## src/rtl/change_dispenser.sv

```systemverilog
// Coin change dispenser: accepts a rupee amount, pays it out with 10-rupee
// coins first and 5-rupee coins for the remainder, one hopper handshake per coin.
// Optional watchdog on the hopper acknowledge: define DISPENSE_TIMEOUT_EN.
module change_dispenser #(
    parameter int unsigned INV_W = 4
) (
    input  logic             clk,
    input  logic             rst_n,
    input  logic             req_valid,
    output logic             req_ready,
    input  logic [5:0]       req_amount,
    input  logic             load_valid,
    input  logic [INV_W-1:0] load5,
    input  logic [INV_W-1:0] load10,
    output logic             eject5,
    output logic             eject10,
    input  logic             ack5,
    input  logic             ack10,
    output logic             done,
    output logic             err,
    output logic [1:0]       err_code,
    output logic [INV_W-1:0] inv5,
    output logic [INV_W-1:0] inv10
);

    // Arithmetic width: wide enough for the 6-bit amount plus headroom and the inventory.
    localparam int unsigned CW = (INV_W > 7) ? INV_W : 7;

    typedef enum logic [2:0] {IDLE, CHECK, EJ10, GAP10, EJ5, GAP5, DONE, ERR} state_t;

    state_t          state;
    logic [5:0]      amount_q;
    logic [CW-1:0]   n10_q;
    logic [CW-1:0]   n5_q;

    logic [CW-1:0]   amt_w;
    logic [CW-1:0]   q10;
    logic [CW-1:0]   n10_calc;
    logic [CW-1:0]   rem;
    logic [CW-1:0]   n5_calc;
    logic            bad_amt;
    logic            short5;
    logic            timeout;

    function automatic logic [INV_W-1:0] sat_add(input logic [INV_W-1:0] a,
                                                 input logic [INV_W-1:0] b);
        logic [INV_W:0] s;
        s = {1'b0, a} + {1'b0, b};
        return s[INV_W] ? {INV_W{1'b1}} : s[INV_W-1:0];
    endfunction

    assign req_ready = (state == IDLE);

    // Coin split for the latched amount, using as many 10s as the inventory allows.
    always_comb begin
        amt_w    = CW'(amount_q);
        q10      = amt_w / CW'(10);
        n10_calc = (q10 < CW'(inv10)) ? q10 : CW'(inv10);
        rem      = amt_w - (n10_calc * CW'(10));
        n5_calc  = rem / CW'(5);
        bad_amt  = (amt_w % CW'(5)) != '0;
        short5   = n5_calc > CW'(inv5);
    end

`ifdef DISPENSE_TIMEOUT_EN
    logic [7:0] wdog_q;

    // Watchdog: zero outside the eject states, so it starts at 0 on every entry.
    always_ff @(posedge clk or negedge rst_n) begin
        if (!rst_n) begin
            wdog_q <= 8'd0;
        end else if ((state == EJ10) || (state == EJ5)) begin
            wdog_q <= wdog_q + 8'd1;
        end else begin
            wdog_q <= 8'd0;
        end
    end

    // 255th cycle in an eject state with no acknowledge.
    assign timeout = (wdog_q == 8'd254);
`else
    assign timeout = 1'b0;
`endif

    // Main FSM with registered hopper commands, status pulses and inventory.
    always_ff @(posedge clk or negedge rst_n) begin
        if (!rst_n) begin
            state    <= IDLE;
            amount_q <= 6'd0;
            n10_q    <= '0;
            n5_q     <= '0;
            inv5     <= '0;
            inv10    <= '0;
            eject5   <= 1'b0;
            eject10  <= 1'b0;
            done     <= 1'b0;
            err      <= 1'b0;
            err_code <= 2'b00;
        end else begin
            done <= 1'b0;
            err  <= 1'b0;
            unique case (state)
                IDLE: begin
                    if (load_valid) begin
                        inv5  <= sat_add(inv5, load5);
                        inv10 <= sat_add(inv10, load10);
                    end
                    if (req_valid) begin
                        amount_q <= req_amount;
                        err_code <= 2'b00;
                        state    <= CHECK;
                    end
                end
                CHECK: begin
                    if (bad_amt) begin
                        err_code <= 2'b01;
                        err      <= 1'b1;
                        state    <= ERR;
                    end else if (short5) begin
                        err_code <= 2'b10;
                        err      <= 1'b1;
                        state    <= ERR;
                    end else begin
                        n10_q <= n10_calc;
                        n5_q  <= n5_calc;
                        if (n10_calc != '0) begin
                            eject10 <= 1'b1;
                            state   <= EJ10;
                        end else if (n5_calc != '0) begin
                            eject5 <= 1'b1;
                            state  <= EJ5;
                        end else begin
                            done  <= 1'b1;
                            state <= DONE;
                        end
                    end
                end
                EJ10: begin
                    if (ack10) begin
                        eject10 <= 1'b0;
                        inv10   <= inv10 - INV_W'(1);
                        n10_q   <= n10_q - CW'(1);
                        state   <= GAP10;
                    end else if (timeout) begin
                        eject10  <= 1'b0;
                        err_code <= 2'b11;
                        err      <= 1'b1;
                        state    <= ERR;
                    end
                end
                GAP10: begin
                    if (n10_q != '0) begin
                        eject10 <= 1'b1;
                        state   <= EJ10;
                    end else if (n5_q != '0) begin
                        eject5 <= 1'b1;
                        state  <= EJ5;
                    end else begin
                        done  <= 1'b1;
                        state <= DONE;
                    end
                end
                EJ5: begin
                    if (ack5) begin
                        eject5 <= 1'b0;
                        inv5   <= inv5 - INV_W'(1);
                        n5_q   <= n5_q - CW'(1);
                        state  <= GAP5;
                    end else if (timeout) begin
                        eject5   <= 1'b0;
                        err_code <= 2'b11;
                        err      <= 1'b1;
                        state    <= ERR;
                    end
                end
                GAP5: begin
                    if (n5_q != '0) begin
                        eject5 <= 1'b1;
                        state  <= EJ5;
                    end else begin
                        done  <= 1'b1;
                        state <= DONE;
                    end
                end
                DONE: state <= IDLE;
                ERR:  state <= IDLE;
                default: state <= IDLE;
            endcase
        end
    end

endmodule
```

## config.mk

```make
export PLATFORM = sky130hd
export DESIGN_NAME = change_dispenser
export DESIGN_NICKNAME = d
export VERILOG_FILES = /design/src/rtl/change_dispenser.sv
export SDC_FILE = /design/constraint.sdc
export NUM_CORES = 1
export LEC_CHECK = 0
export CORE_MARGIN = 5
export CORE_UTILIZATION = 44
export DETAILED_ROUTE_END_ITERATION = 8
export GPL_TIMING_DRIVEN = 0
export HOLD_SLACK_MARGIN = 0.05
export PLACE_DENSITY = 0.67
export SYNTH_ARGS = -nofsm -noshare
export SYNTH_HDL_FRONTEND = slang
export SYNTH_SLANG_ARGS = --single-unit
export TNS_END_PERCENT = 30
```

## constraint.sdc

```tcl
create_clock -name clk -period 8.5 [get_ports clk]
set_input_delay 2.125 -clock clk [delete_from_list [all_inputs] [get_ports clk]]
set_output_delay 2.125 -clock clk [all_outputs]
set_load 0.05 [all_outputs]
```

==> impl_results.md <==
- Netlist cell types: 88
- Syn avg cell area: 8.20 µm²
- NumNets Final: 585
- Initial antenna violation count: 0
- CP max stage cell: dfrtp_1
- Crit Path Class: flop to flop
- Via count: 3787
- Post-CTS Resized: 0
- Critical path required time: 8.68 ns
- FMAX: 131 MHz
- Worst-Skew Late Latency: 0.30 ns
- Layout cells sized above 1: 0.130
- Worst EP arrival: 7.82 ns
- DR pass1 iterations: 5
- Clock Tree Root: clkbuf_8
- Max incr delay on CP: 0.46 ns
- Vias per cell: 5.94
- Tightest Pin Transition: 0.577 ns
- Min cycle time layout: 7.63 ns
- DR top layer: met4
- Gpl congestion: 0.914
- Largest cells by area after synthesis: dfrtp_1 23%, ha_1 9.7%, a21oi_1 4.3%
- Crit path top cell by count: ha_1
- Vias in the first global route: 3498
- WL final: 9860 µm
- Clock tree sinks: 37
- Largest net degree at the start of global routing: 34
- Final Hold Viols: 0
- Setup TNS: 0 ns
- Pre-CTS setup slack: 0.967 ns
- Final worst slack: 0.865 ns
- Placed inst area: 4490 µm²
- Placed Cells: 631
- GRT Residual Overflow: 0
- RSZ-0062 raised after global routing: no
- Buf/Inv on CP: 4
- Wire length on met2: 4600 µm
- Post-synthesis register bit count: 37
- Final cell count without fillers: 638
- First-pass GRT wire length: 16800 µm
- Predominant post-synthesis flop cell: dfrtp_1
- Crit end category: flop
- CTS tree: built
- Setup Skew: 0.0104 ns
- Total Routing Usage GR: 0.182
- Starting density of the core: 0.454
- Number of synthesized flops with an enable pin: 0
- CP delay by family, top: compound AO/OA/AOI/OAI gates
- Cell area after layout: 4580 µm²
- Starting DRT DRC Count: 170
- Slew headroom: 0.613
- Core footprint: 8810 µm²
- MaxCap Viol Count: 0
- Post-CTS setup buffer count: 0
- Die Width: 105 µm
- Cts hold-fix bufs: 0
- Num CTS Buffers: 5
- N_diodes: 0
- Area Growth Syn to Fin: 14.4%
- Top post-synthesis cells by count: 45 x nand2_1, 38 x nor2_1, 37 x dfrtp_1
- Clk slew on worst S/H paths: 0.08 ns
- Mapped cell area: 4000 µm²
- DR WL/cell: 15.5 µm
- Hold Crit Class: flop to flop
- Clk buf depth: 2
- Detail Route Antenna Nets: 0
- CP max FO: 10
- Number of port buffers: 34
- # fillers: 834
- Syn Inst Count: 488
- Final period utilization: 0.898
- WL met1: 4690 µm
- Syn nets: 543
- Post-synth ARST share: 1.00
- HPWL after DPL: 7690 µm
- I/O pins: 35
- Synth area leader: dfrtp_1
- Met3 WL: 465 µm
- H-Tree Depth: 2
- Critical Path Start Type: flop
- Seq/Total Area, Yosys: 0.231
- Ys Warns: 0
- Most frequent cell after synthesis: nand2_1
- Yosys top cell area share: 0.231
- Final setup violation count: 0
- Status: finished, final reports clean
- Placement Rows: 34
- Slew Viols, Final: 0
- Post-route DRC: 0
- Die Height: 105 µm
- Full die area: 11100 µm²
==> layout make-up <==
cell class                      count  area [µm²]  area share
Inverter                           34         128      0.0279
Timing Repair Buffer               35         355      0.0776
Sequential cell                    37         926       0.202
Tap cell                          108         135      0.0295
Multi-Input combinational cell    396        2810       0.614
Buffer                             21         138      0.0301
Clock buffer                        7        86.3      0.0189
==> through the flow <==
stage	utilization	hold slack, ns
after floorplan	-	0.488
after global placement	0.508	0.511
after detailed placement	0.510	0.518
after CTS	0.520	0.534
after global routing	0.520	0.555
final	0.520	0.528
==> sequential cells by signal, indices dropped and copies added, names as in the netlist, 2 cells and up <==
name and flops:
n10_q 7, n5_q 7, amount_q 6, inv10 4, inv5 4, state 3
err_code 2
==> path summary, 6_finish.rpt <==
path | from | to | slack, ns | depth (start not counted)
hold / removal | n5_q[6] | n5_q[6] | 0.53 | 2
setup reg to reg | amount_q[2] | done | 0.87 | 33
max in group asynchronous | rst_n | done | 6.44 | 2
setup / recovery | amount_q[2] | done | 0.87 | 33
min in group asynchronous | rst_n | amount_q[1] | 1.64 | 1
hold reg to reg | n5_q[6] | n5_q[6] | 0.53 | 2
==> tightest hold or removal path, stage by stage, from the launching register on <==
cell and delay, ns:
dfrtp_1 0.35, o211ai_1 0.09, nand2_1 0.05
==> cell families after synthesis <==
family,synth area share
AND/OR/NAND/NOR,0.220
AO/OA/AOI/OAI,0.297
buffers and inverters,0.0663
flip-flops,0.231
adder cells (fa/ha/maj),0.117
XOR/XNOR,0.0369
multiplexers,0.0310
other,0.000937
==> cells in the final DEF, fill, tap and decap left out, types with 4 or more instances in the layout <==
cell type | synthesis | layout
xor2_1 | 9 | 9
nand3b_1 | 4 | 4
buf_2 | 5 | 6
nand2_1 | 45 | 45
buf_6 | 5 | 5
o21ai_1 | 5 | 5
clkbuf_8 | 0 | 6
o22ai_1 | 4 | 4
dfrtp_1 | 37 | 37
nor2b_1 | 13 | 13
nand2b_1 | 8 | 8
buf_4 | 4 | 4
nand3_1 | 13 | 13
fa_1 | 4 | 4
o211ai_1 | 6 | 6
mux2_2 | 7 | 7
nor2_1 | 38 | 38
xnor2_1 | 6 | 6
a211oi_1 | 5 | 5
a31oi_1 | 8 | 8
a21o_1 | 9 | 9
o21a_1 | 8 | 8
a21oi_1 | 34 | 34
clkdlybuf4s50_1 | 0 | 33
inv_1 | 34 | 34
o21ai_0 | 33 | 33
clkbuf_1 | 7 | 8
nor3_1 | 14 | 14
ha_1 | 31 | 31
==> per-layer routing <==
| layer | vias to the layer above | GRT usage |
|---|---|---|
| met3 | 12 | 0.0300 |
| met4 | 0 | 0.0412 |
| met1 | 1813 | 0.247 |
| met2 | 95 | 0.303 |
| li1 | 1867 | - |
| met5 | - | 0 |
Power is not shown: default switching activity piles up to over one toggle a cycle in this logic, so the estimate is an artifact.
